$ cat config.mk
export PLATFORM = sky130hd
export DESIGN_NAME = axis_pe_source
export DESIGN_NICKNAME = d
export VERILOG_FILES = /design/src/rtl/axis_pe_source_pkg.sv /design/src/rtl/axis_pe_src_fifo.sv /design/src/rtl/axis_pe_source.sv
export SDC_FILE = /design/constraint.sdc
export NUM_CORES = 1
export LEC_CHECK = 0
export BUFFER_PORTS_ARGS = -buffer_cell sky130_fd_sc_hd__buf_2
export CAP_MARGIN = 30
export CORE_ASPECT_RATIO = 1.5
export CORE_MARGIN = 3
export CORE_UTILIZATION = 45
export DETAILED_ROUTE_END_ITERATION = 10
export PLACE_DENSITY = 0.74
export SLEW_MARGIN = 10
export SYNTH_ARGS = -nofsm -noshare
export SYNTH_HDL_FRONTEND = slang
export SYNTH_HIERARCHICAL = 1
export SYNTH_SLANG_ARGS = --single-unit
export TNS_END_PERCENT = 20
$ cat constraint.sdc
create_clock -name clk -period 4.4 [get_ports clk]
set_input_delay 0.88 -clock clk [delete_from_list [all_inputs] [get_ports clk]]
set_output_delay 0.88 -clock clk [all_outputs]
set_load 0.005 [all_outputs]
$ cat src/rtl/axis_pe_source_pkg.sv
// Shared FSM encoding and parameter defaults for the AXIS PE source block.
package axis_pe_source_pkg;

  localparam int DEF_DATA_W     = 128;
  localparam int DEF_FIFO_DEPTH = 4;
  localparam int DEF_TIMEOUT    = 31;

  typedef enum logic [1:0] {
    IDLE = 2'd0,
    SEND = 2'd1,
    WAIT = 2'd2,
    RESP = 2'd3
  } state_t;

endpackage

$ cat src/rtl/axis_pe_src_fifo.sv
// Synchronous request FIFO; pushes while full and pops while empty are dropped.
module axis_pe_src_fifo
  import axis_pe_source_pkg::*;
#(
  parameter int WIDTH = DEF_DATA_W + 1,
  parameter int DEPTH = DEF_FIFO_DEPTH
) (
  input  logic             clk,
  input  logic             reset,
  input  logic             push,
  input  logic [WIDTH-1:0] push_data,
  input  logic             pop,
  output logic [WIDTH-1:0] pop_data,
  output logic             full,
  output logic             empty
);

  localparam int AW = $clog2(DEPTH);

  logic [WIDTH-1:0] mem [DEPTH];
  logic [AW-1:0]    wr_ptr;
  logic [AW-1:0]    rd_ptr;
  logic [AW:0]      count;
  logic             push_ok;
  logic             pop_ok;

  assign full     = (count == (AW+1)'(DEPTH));
  assign empty    = (count == '0);
  assign push_ok  = push && !full;
  assign pop_ok   = pop && !empty;
  assign pop_data = mem[rd_ptr];

  always_ff @(posedge clk) begin
    if (push_ok) mem[wr_ptr] <= push_data;
  end

  // Pointers wrap naturally because DEPTH is a power of two.
  always_ff @(posedge clk or negedge reset) begin
    if (!reset) begin
      wr_ptr <= '0;
      rd_ptr <= '0;
      count  <= '0;
    end else begin
      if (push_ok) wr_ptr <= wr_ptr + 1'b1;
      if (pop_ok)  rd_ptr <= rd_ptr + 1'b1;
      case ({push_ok, pop_ok})
        2'b10:   count <= count + 1'b1;
        2'b01:   count <= count - 1'b1;
        default: ;
      endcase
    end
  end

endmodule

$ cat src/rtl/axis_pe_source.sv
// Queues host requests, sends each as one AXIS beat to a PE and returns the
// PE response (or a timeout) as a one-cycle strobe; one transaction at a time.
module axis_pe_source
  import axis_pe_source_pkg::*;
#(
  parameter int DATA_W     = DEF_DATA_W,
  parameter int FIFO_DEPTH = DEF_FIFO_DEPTH,
  parameter int TIMEOUT    = DEF_TIMEOUT
) (
  input  logic              clk,
  input  logic              reset,
  input  logic              req_valid,
  input  logic [DATA_W-1:0] req_data,
  input  logic              req_dest,
  output logic              req_ready,
  output logic              m_tvalid,
  output logic [DATA_W-1:0] m_tdata,
  output logic              m_tdest,
  input  logic              m_tready,
  input  logic              s_tvalid,
  input  logic [DATA_W-1:0] s_tdata,
  output logic              rsp_valid,
  output logic [DATA_W-1:0] rsp_data,
  output logic              rsp_timeout,
  output logic              busy
);

  localparam int CNT_W = $clog2(TIMEOUT + 1);

  state_t           state;
  logic [CNT_W-1:0] timer;
  logic             fifo_full;
  logic             fifo_empty;
  logic             fifo_pop;
  logic [DATA_W:0]  fifo_dout;

  assign req_ready = !fifo_full;
  assign fifo_pop  = !fifo_empty && (state == IDLE || state == RESP);
  assign busy      = (state != IDLE) || !fifo_empty;

  axis_pe_src_fifo #(
    .WIDTH (DATA_W + 1),
    .DEPTH (FIFO_DEPTH)
  ) u_fifo (
    .clk       (clk),
    .reset     (reset),
    .push      (req_valid),
    .push_data ({req_dest, req_data}),
    .pop       (fifo_pop),
    .pop_data  (fifo_dout),
    .full      (fifo_full),
    .empty     (fifo_empty)
  );

  // A response arriving on the final timeout cycle still wins over the timeout.
  always_ff @(posedge clk or negedge reset) begin
    if (!reset) begin
      state       <= IDLE;
      timer       <= '0;
      m_tvalid    <= 1'b0;
      m_tdata     <= '0;
      m_tdest     <= 1'b0;
      rsp_valid   <= 1'b0;
      rsp_data    <= '0;
      rsp_timeout <= 1'b0;
    end else begin
      rsp_valid <= 1'b0;
      case (state)
        IDLE: begin
          if (fifo_pop) begin
            state               <= SEND;
            m_tvalid            <= 1'b1;
            {m_tdest, m_tdata}  <= fifo_dout;
          end
        end
        SEND: begin
          if (m_tready) begin
            state    <= WAIT;
            m_tvalid <= 1'b0;
            timer    <= '0;
          end
        end
        WAIT: begin
          if (s_tvalid) begin
            state       <= RESP;
            rsp_valid   <= 1'b1;
            rsp_data    <= s_tdata;
            rsp_timeout <= 1'b0;
          end else if (timer == CNT_W'(TIMEOUT)) begin
            state       <= RESP;
            rsp_valid   <= 1'b1;
            rsp_data    <= '0;
            rsp_timeout <= 1'b1;
          end else begin
            timer <= timer + 1'b1;
          end
        end
        RESP: begin
          if (fifo_pop) begin
            state              <= SEND;
            m_tvalid           <= 1'b1;
            {m_tdest, m_tdata} <= fifo_dout;
          end else begin
            state <= IDLE;
          end
        end
      endcase
    end
  end

endmodule

# Yosys cells after proc, flatten, opt, wreduce, memory -nomap -nowiden
# Memories as Yosys holds them, arrays and structs flattened. A register that Yosys moved wholly into a read port is not among the register bits.
# Cells that the tools add are included.
# op_classes
add_sub_neg,5
mul,0
div_mod_pow,0
order_cmp,0
eq_ne,13
shift,0
muxes,23
bitwise,0
reduce_logical,21
# op_table
cell,count
$mux W128,2
$mux W5,3
$mux W1,10
$pmux W5 S2,1
$reduce_bool A2 Y1,5
$mux W2,4
$pmux W2 S4,1
$eq A2 B2 Y1 const B,3
$ne A2 B2 Y1 const B,3
$pmux W3 S2,1
$reduce_and A3 Y1,2
$add A5 B1 Y5 const B,1
$eq A5 B5 Y1 const B,1
$add A2 B1 Y2 const B,2
$eq A2 B1 Y1 const B,2
$ne A2 B1 Y1 const B,2
$reduce_and A2 Y1,2
$reduce_and A4 Y1,1
$add A3 B1 Y3 const B,1
$eq A3 B3 Y1 const B,1
$logic_and A1 B1 Y1,3
$logic_not A1 Y1,3
$logic_not A3 Y1,1
$ne A3 B3 Y1 const B,1
other kinds (5),6
# totals
ff_bits,145
latchBits,0
ram_bits,516
mem_bits_ro,0
output_inout_bits,262
word_cells,72
mem_count,1
# mem_list
name,depth,word_bits,rd,rd_clocked_by_memory_dff,wr,line_no,rtl
u_fifo.mem,4,129,1,1,1,axis_pe_src_fifo.sv:20,logic [WIDTH-1:0] mem [DEPTH];

# Logic depth before layout (Yosys ltp)
# Gate-level depths: netlist of run 1.
# depth
ltp_word,6
ltp_mapped,12

# By module
# Netlist of run 1, hierarchy kept.
# modules_own_cells
module,n_inst,cells_each,area_each_um2,seq_area_each_um2
axis_pe_src_fifo,1,711,19028.2,15670.0
axis_pe_source,1,612,9831.9,6681.4

# Least setup slack after synthesis of run 1
# OpenSTA, ideal clock, no wires.
# synth_path
path_kind,input-to-reg
startpoint,input port req_valid
endpoint,"memory u_fifo/mem[2][0] (netlist bit), enable pin"
arrival_time_ps,4213
required_time_ps,3897
path_slack_ps,-316
path_stages,2
cell_sequence,nor2b_1 > and2_1
# synth_between
elab_chain_len,3
# synth_lines
element,line_no,rtl
"start, declared",axis_pe_source.sv:12,"input logic req_valid,"
$logic_and A1 B1 Y1,axis_pe_src_fifo.sv:29,assign push_ok = push && !full;
$mux W1,axis_pe_src_fifo.sv:34,if (push_ok) mem[wr_ptr] <= push_data;
$mux W1 (not written as such),axis_pe_src_fifo.sv:34,
"end, declared",axis_pe_src_fifo.sv:20,
# Every way passes these cells.

# Worst setup path after layout of run 1
# layout_path
startpoint,register u_fifo.count[0]
endpoint,output port busy
# layout_between
elab_chain_len,3
# layout_lines
element,line_no,rtl
"start, declared",axis_pe_src_fifo.sv:23,logic [AW:0] count;
"start signal, assigned",axis_pe_src_fifo.sv:47,2'b10: count <= count + 1'b1;
"start signal, assigned",axis_pe_src_fifo.sv:48,2'b01: count <= count - 1'b1;
$logic_not A3 Y1,axis_pe_src_fifo.sv:28,assign empty = (count == '0);
via fifo_empty,axis_pe_source.sv:33,logic fifo_empty;
$logic_not A1 Y1,axis_pe_source.sv:39,assign busy = (state != IDLE) || !fifo_empty;
$logic_or A1 B1 Y1,axis_pe_source.sv:39,
"end, declared",axis_pe_source.sv:25,output logic busy
# The timed path passes the listed nets, and every way through them passes these cells.

==> results of run 1 <==
[critical path: stages, from the launching register on]
cell     delay [ns]
dfrtp_1        0.43
nor3_1         0.55
nand2_1        0.21
buf_2          0.21
[Yosys cell counts, types with 2 or more instances]
| cell type | n | area [sq um] |
|---|---|---|
| mux4_2 | 129 | 2910 |
| nor2_1 | 4 | 15.0 |
| nand2_1 | 3 | 11.3 |
| and2_1 | 5 | 31.3 |
| mux2i_1 | 2 | 20.0 |
| nand3_1 | 2 | 10.0 |
| a22o_1 | 130 | 1140 |
| nand2b_1 | 3 | 18.8 |
| o31ai_1 | 2 | 15.0 |
| clkbuf_1 | 4 | 15.0 |
| buf_6 | 11 | 124 |
| inv_1 | 9 | 33.8 |
| buf_2 | 41 | 205 |
| buf_4 | 14 | 105 |
| a21oi_1 | 2 | 10.0 |
| nor3_1 | 2 | 10.0 |
| nor2b_1 | 3 | 18.8 |
| xor2_1 | 3 | 26.3 |
| xnor2_1 | 3 | 26.3 |
| buf_1 | 2 | 7.51 |
| dfrtp_1 | 274 | 6860 |
| mux2_2 | 40 | 450 |
| edfxtp_1 | 516 | 15500 |
| mux2_1 | 92 | 1040 |
| ha_1 | 12 | 150 |
[metrics by stage]
step | instances | worst slack (ns) | utilization [%] | setup TNS [ns]
2_1_floorplan | 1323 | -0.316 | - | -122.36
3_3_place_gp | 2603 | 1.42 | 51.1 | 0
3_5_place_dp | 2603 | 1.40 | 51.1 | 0
4_1_cts | 2733 | 1.46 | 54.7 | 0
5_1_grt | 2743 | 1.42 | 54.8 | 0
6_report | 2746 | 1.52 | 54.8 | 0
[power breakdown]
group | internal (mW) | total [mW] | switching, mW
combinational | 4.04 | 8.00 | 3.96
sequential | 10.3 | 11.4 | 1.10
clock | 3.42 | 6.04 | 2.63
[logic make-up (layout without fill, tap and decap cells)]
kind of cell,count (synthesis),count (layout),synth area share (%)
DFF,790,790,77.4
adders and majority gates,13,13,0.590
buffers and inverters,82,687,1.71
muxes,263,263,15.3
xor gates and xnor gates,6,6,0.182
AOI/OAI and AO/OA,140,140,4.19
and+or+nand+nor,29,29,0.594
other,0,13,0
[how the worst max path moves through the flow]
stage                                   end
final                                  busy
after CTS                              busy
after detailed placement  u_fifo/mem[2][98]
after global placement    u_fifo/mem[2][94]
after floorplan            u_fifo/mem[3][0]
after global routing                   busy
[flip-flops by register name (all words and copies together) (netlist names)]
signal / count
u_fifo/mem: 516
m_tdata: 128
rsp_data: 128
timer: 5
u_fifo/count: 3
state: 2
u_fifo/rd_ptr: 2
u_fifo/wr_ptr: 2
m_tdest: 1
m_tvalid: 1
rsp_timeout: 1
rsp_valid: 1
[layout make-up]
type | count | area [sq um]
Fill cell | 4858 | 28700
Tap cell | 805 | 1010
Inverter | 10 | 37.5
Clock inverter | 30 | 228
Sequential cell | 790 | 22400
Timing Repair Buffer | 547 | 3000
Clock buffer | 100 | 2060
Antenna cell | 13 | 32.5
Multi-Input combinational cell | 451 | 6050
[per-layer routing]
layer | vias up | global-route usage, % | share of wire [%]
met5 | - | 0.587 | 0.096
met4 | 10 | 12.3 | 5.3
met3 | 153 | 6.69 | 8.7
met2 | 653 | 34.0 | 49
met1 | 7789 | 25.3 | 37
li1 | 6465 | - | -
==> impl_table.tex, run 1 <==
\begin{tabular}{lr}
\hline
Metric & Value \\
\hline
\multicolumn{2}{l}{\textbf{Outcome}} \\
\quad Status & complete, no violations \\
\multicolumn{2}{l}{\textbf{Timing}} \\
\quad Measured slew at the worst slew-check pin & 0.925 ns \\
\quad Number of endpoints with negative hold slack in the final report & 0 \\
\quad Setup Skew & 0.0305 ns \\
\quad Share of the clock period used by the worst path & 65.4\% \\
\quad RSZ-0062 raised after global routing & no \\
\quad Time the worst path needs with I/O delays and setup & 2.88 ns \\
\quad Worst slack on hold paths & 0.258 ns \\
\quad Final Max Tran Viols & 0 \\
\quad Number of setup violations in the final report & 0 \\
\quad Relative slew margins & 38.3\% \\
\quad Fmax & 0.348 GHz \\
\multicolumn{2}{l}{\textbf{CTS}} \\
\quad Root buffer cell & clkbuf\_16 \\
\quad Number of levels in the clock H-tree & 3 \\
\quad Maximum count of clock buffers along a single path & 3 \\
\quad Clock Sinks & 790 \\
\quad Count of hold buffers inserted by post-cts repair & 0 \\
\quad Worst skew pair latency & 0.62 ns \\
\quad Post\_cts resized & 0 \\
\quad CTS tree & built \\
\quad CTS clock-pin slew for the worst setup and hold paths & 0.06 ns \\
\quad Post-CTS Setup Repair Bufs & 0 \\
\quad Number of buffers inserted during clock tree synthesis & 73 \\
\multicolumn{2}{l}{\textbf{Yosys}} \\
\quad Number of library cell types mapped by synthesis & 40 \\
\quad EDFF count, synth & 516 \\
\quad Flip-flop and latch count after synthesis & 790 \\
\quad Main synth FF type & edfxtp\_1 \\
\quad Cells after Synth & 1323 \\
\quad Post-synthesis instance area & 0.0289 sq mm \\
\quad Seq/Total Area, Yosys & 77.4\% \\
\quad Yosys warnings & 6 \\
\quad Synthesized area per cell & 21.8 sq um \\
\quad Ys async rst share & 34.7\% \\
\quad Net count after synthesis & 1598 \\
\multicolumn{2}{l}{\textbf{Cells and area}} \\
\quad Share of post-route cells with drive strength above 1 & 43.5\% \\
\quad Cell area after layout & 0.0348 sq mm \\
\quad Area growth syn-to-layout & 20.5\% \\
\quad Fin nets & 2148 \\
\quad Leading cell type in the layout, fill and taps excluded & buf\_2 \\
\quad Most frequent cells in the layout & buf\_2 (522), edfxtp\_1 (516), dfrtp\_1 (272) \\
\multicolumn{2}{l}{\textbf{Floorplanning}} \\
\quad I/O pin count & 524 \\
\quad Number of rows created at floorplan & 113 \\
\quad Chip Width & 213 microns \\
\quad Area enclosed by the die boundary & 0.0673 sq mm \\
\quad Core area & 0.0635 sq mm \\
\quad Starting utilization of the core area & 45.5\% \\
\quad DIE HEIGHT & 316 microns \\
\multicolumn{2}{l}{\textbf{Critical path}} \\
\quad Reg2reg setup slack & 1.80 ns \\
\quad Worst Path Arrival & 2.00 ns \\
\quad Highest fanout seen on the critical path & 5 \\
\quad Critical path startpoint category & register \\
\quad Critical path class & register to output pin \\
\quad Depth of the most critical reg-to-reg path & 4 \\
\quad Type of destination of the critical path & output pin \\
\quad Launch point of the worst path & u\_fifo/count[0] \\
\quad Reg-to-reg critical path startpoint & u\_fifo/count[2] \\
\quad Worst r2r dst & u\_fifo/mem[2][101] \\
\quad Data required time at the worst endpoint & 3.52 ns \\
\multicolumn{2}{l}{\textbf{GRT}} \\
\quad First-pass GRT wire length & 103000 microns \\
\quad Pin count of the biggest net entering global routing & 131 \\
\quad GRT Total Usage & 21.2\% \\
\quad Number of antenna violations at the first check in global routing & 23 \\
\quad Global route total overflow & 0 \\
\quad Number of global-route vias before repair & 15700 \\
\multicolumn{2}{l}{\textbf{Route}} \\
\quad Remaining routing DRC violations & 0 \\
\quad Via/cell ratio & 5.49 \\
\quad Average wire per cell in the routed design & 26.2 microns \\
\quad DR vias & 15100 \\
\quad Number of DRC markers after the initial detailed-route iteration & 1031 \\
\quad Post-detailed-routing wire length & 72000 microns \\
\quad First-pass DRT Iterations & 5 \\
\quad Number of antenna-violating nets in the routed design & 0 \\
\multicolumn{2}{l}{\textbf{Hold path}} \\
\quad Hold Crit Class & input pin to asynchronous set/reset pin \\
\multicolumn{2}{l}{\textbf{Power and ir drop}} \\
\quad Total leakage power & 13.6 nW \\
\quad Total power & 25.5 mW \\
\quad Power density over cell area & 732 mW/mm\^{}2 \\
\quad VDD IR-drop max & 0.00106 V \\
\multicolumn{2}{l}{\textbf{Placed design}} \\
\quad DP Area & 0.0324 sq mm \\
\quad DP HPWL & 47700 microns \\
\quad Global placement routability congestion & 0.866 \\
\quad Port-buffer cells & 523 \\
\multicolumn{2}{l}{\textbf{Job}} \\
\quad Max-cap violations & 0 \\
\hline
\end{tabular}
No activity file was read; power rests on OpenSTA's default activity.
==> run 2: changes to the inputs <==
- clock period: 4.4 -> 2.45 ns (I/O delays scaled with it)
==> run 2 against run 1 <==
  * Power up 85%
  * Final cell count up 1.7%
  * Worst setup slack worse by 1.3 ns
  * Highest routed layer unchanged
  * Largest power group unchanged
  * Sequential cell count unchanged
  * Critical endpoint is now u_fifo/count[2]
==> impl_table.tex, run 2 (synthesized netlist as in run 1, its figures left out) <==
\begin{tabular}{lr}
\hline
Metric & Value \\
\hline
\multicolumn{2}{l}{\textbf{Cells and area}} \\
\quad Share of post-route cells with drive strength above 1 & 45.0\% (+1.5 points) \\
\quad Most frequent cells in the layout & buf\_2 (522), edfxtp\_1 (516), dfrtp\_1 (272) \\
\quad Largest registers & u\_fifo/mem x516, m\_tdata x128, rsp\_data x128 \\
\quad Area growth syn-to-layout & 23.2\% \\
\quad Max FFs per register & 516 (unchanged) \\
\quad Fin nets & 2190 (+2.0\%) \\
\quad Largest Register & u\_fifo/mem \\
\quad Number of fillers in the final layout & 4725 (-2.7\%) \\
\quad Leading cell type in the layout, fill and taps excluded & buf\_2 \\
\quad Post-Route Utilization & 56.0\% (+1.2 points) \\
\multicolumn{2}{l}{\textbf{GRT}} \\
\quad Global route total overflow & 0 (unchanged) \\
\quad Pin count of the biggest net entering global routing & 70 (-47\%) \\
\quad First-pass GRT wire length & 104000 microns (+0.27\%) \\
\quad GRT Total Usage & 21.0\% (-0.17 points) \\
\quad Number of global-route vias before repair & 16300 (+3.8\%) \\
\quad Number of antenna violations at the first check in global routing & 27 (+17\%) \\
\multicolumn{2}{l}{\textbf{Route}} \\
\quad Number of antenna-violating nets in the routed design & 0 (unchanged) \\
\quad DR vias & 15300 (+1.4\%) \\
\quad Average wire per cell in the routed design & 25.7 microns (-2.1\%) \\
\quad First-pass DRT Iterations & 5 (unchanged) \\
\quad Remaining routing DRC violations & 0 (unchanged) \\
\quad Via/cell ratio & 5.47 (-0.35\%) \\
\quad Post-detailed-routing wire length & 71700 microns (-0.48\%) \\
\quad Number of DRC markers after the initial detailed-route iteration & 828 (-20\%) \\
\multicolumn{2}{l}{\textbf{Timing}} \\
\quad Relative slew margins & 64.5\% (+26 points) \\
\quad Share of the clock period used by the worst path & 90.8\% \\
\quad Time the worst path needs with I/O delays and setup & 2.23 ns \\
\quad Fmax & 0.449 GHz \\
\quad Number of setup violations in the final report & 0 (unchanged) \\
\quad Summed negative setup slack over all endpoints & 0 ns (unchanged) \\
\quad Setup Skew & 0.0213 ns (-0.00919 ns) \\
\quad Final Max Tran Viols & 0 (unchanged) \\
\quad Number of endpoints with negative hold slack in the final report & 0 (unchanged) \\
\quad Worst slack on hold paths & 0.0697 ns (-0.188 ns) \\
\quad Measured slew at the worst slew-check pin & 0.533 ns (-0.392 ns) \\
\quad RSZ-0062 raised after global routing & no \\
\multicolumn{2}{l}{\textbf{Power and ir drop}} \\
\quad Power density over cell area & 1330 mW/mm\^{}2 (+81\%) \\
\quad VDD IR-drop max & 0.000946 V (-11\%) \\
\quad Total leakage power & 13.9 nW (+2.8\%) \\
\quad Total power & 47.1 mW (+85\%) \\
\multicolumn{2}{l}{\textbf{Critical path}} \\
\quad Slowest CP cell & dfrtp\_1 \\
\quad Critical path startpoint category & register \\
\quad Critical path class & register to register \\
\quad Biggest cell delay along the critical path & 0.39 ns (-0.16 ns) \\
\quad Highest fanout seen on the critical path & 4 (-1) \\
\quad Data required time at the worst endpoint & 3.00 ns (-0.52 ns) \\
\quad Type of destination of the critical path & register \\
\quad Cell breakdown of the critical path & inv\_1 > ha\_1 > nor2\_4 > o31a\_1 > ha\_1 > inv\_1 > fa\_1 > xor2\_1 > nor2\_1 > xor2\_1 \\
\quad Worst Path Arrival & 2.78 ns (+0.78 ns) \\
\multicolumn{2}{l}{\textbf{Floorplanning}} \\
\quad I/O pin count & 524 (unchanged) \\
\quad Area enclosed by the die boundary & 0.0673 sq mm (unchanged) \\
\quad Number of rows created at floorplan & 113 (unchanged) \\
\quad Starting utilization of the core area & 45.5\% (unchanged) \\
\quad Chip Width & 213 microns (unchanged) \\
\quad DIE HEIGHT & 316 microns (unchanged) \\
\quad Core area & 0.0635 sq mm (unchanged) \\
\multicolumn{2}{l}{\textbf{Hold path}} \\
\quad Hold Crit Class & input pin to register \\
\multicolumn{2}{l}{\textbf{CTS}} \\
\quad CTS clock-pin slew for the worst setup and hold paths & 0.07 ns (about the same) \\
\quad CTS tree & built \\
\quad Root buffer cell & clkbuf\_16 \\
\quad Worst skew pair latency & 0.63 ns (about the same) \\
\quad Number of buffers inserted during clock tree synthesis & 73 (unchanged) \\
\quad Clock Sinks & 790 (unchanged) \\
\quad Post\_cts resized & 0 (unchanged) \\
\quad Maximum count of clock buffers along a single path & 3 (unchanged) \\
\quad Number of levels in the clock H-tree & 3 (unchanged) \\
\multicolumn{2}{l}{\textbf{Placed design}} \\
\quad Port-buffer cells & 523 (unchanged) \\
\quad Global placement routability congestion & 0.858 (-0.84\%) \\
\quad DP HPWL & 48600 microns (+2.0\%) \\
\multicolumn{2}{l}{\textbf{Outcome}} \\
\quad Status & complete, no violations \\
\multicolumn{2}{l}{\textbf{Job}} \\
\quad Max-cap violations & 0 (unchanged) \\
\hline
\end{tabular}
run 2: changes by cell type in the layout (fill, tap and decap cells not counted), sizes merged:
cell,delta
clkbuf,-7
inv,-5
bufinv,+5
clkinvlp,-1
dlygate4sd3,+1
clkinv,+12
buf,+41
diode,+1
run 2: final timing paths:
| kind | startpoint | end | slack (ns) | cells after the start |
|---|---|---|---|---|
| worst max register to register | state[0] | u_fifo/count[2] | 0.22 | 10 |
| max in group asynchronous | reset | m_tdata[61] | 1.17 | 3 |
| worst min-delay path | req_data[24] | u_fifo/mem[1][24] | 0.07 | 1 |
| worst min register to register | m_tdata[6] | m_tdata[6] | 0.48 | 1 |
| worst max-delay path | state[0] | u_fifo/count[2] | 0.22 | 10 |
| min in group asynchronous | reset | rsp_data[123] | 0.42 | 2 |
run 2: layer usage:
layer	GRT usage [%]	up-vias	wire [microns]
met5	0	-	113
met4	12.0	16	4050
met3	6.15	158	5740
met2	35.2	601	35900
met1	24.2	7937	25900
li1	-	6563	-
run 2: what timing repair did:
item                      4_1_cts  5_1_grt
buffers inserted                0        0
hold buffers                    1        0
hold endpoints to repair       55        0
run 2: critical path: cells and delay by family (launching register included):
kind                       cells  cell delay [ns]
AOI/OAI and AO/OA              1             0.17
xor gates and xnor gates       2             0.31
adders and majority gates      3             0.91
DFF                            1             0.39
buffers and inverters          2             0.14
and+or+nand+nor                2             0.23
run 2: report_power, final:
group / internal (mW) / switching, mW / leakage [nW]
clock: 6.67 / 4.88 / 1.21
combinational: 7.90 / 7.39 / 4.69
sequential: 18.5 / 1.79 / 8.04
total: 33.1 / 14.1 / 13.9
run 2: final cells by class:
class	instances	area [sq um]	area share [%]
clock inverters	41	434	1.22
multi-input cells	451	6050	17.0
diodes	14	35.0	0.0986
well taps	805	1010	2.83
repair buffers	589	3590	10.1
flip-flops and latches	790	22400	62.9
inverters	10	37.5	0.106
clock buffers	93	2040	5.73
run 2: metrics by stage:
step	std cells	instance area, sq um	setup slack, ns
after floorplan	1323	28900	-0.494
after global placement	2644	33000	0.223
after detailed placement	2644	33000	0.231
after CTS	2779	35500	0.219
after global routing	2788	35500	0.0385
final	2793	35500	0.225
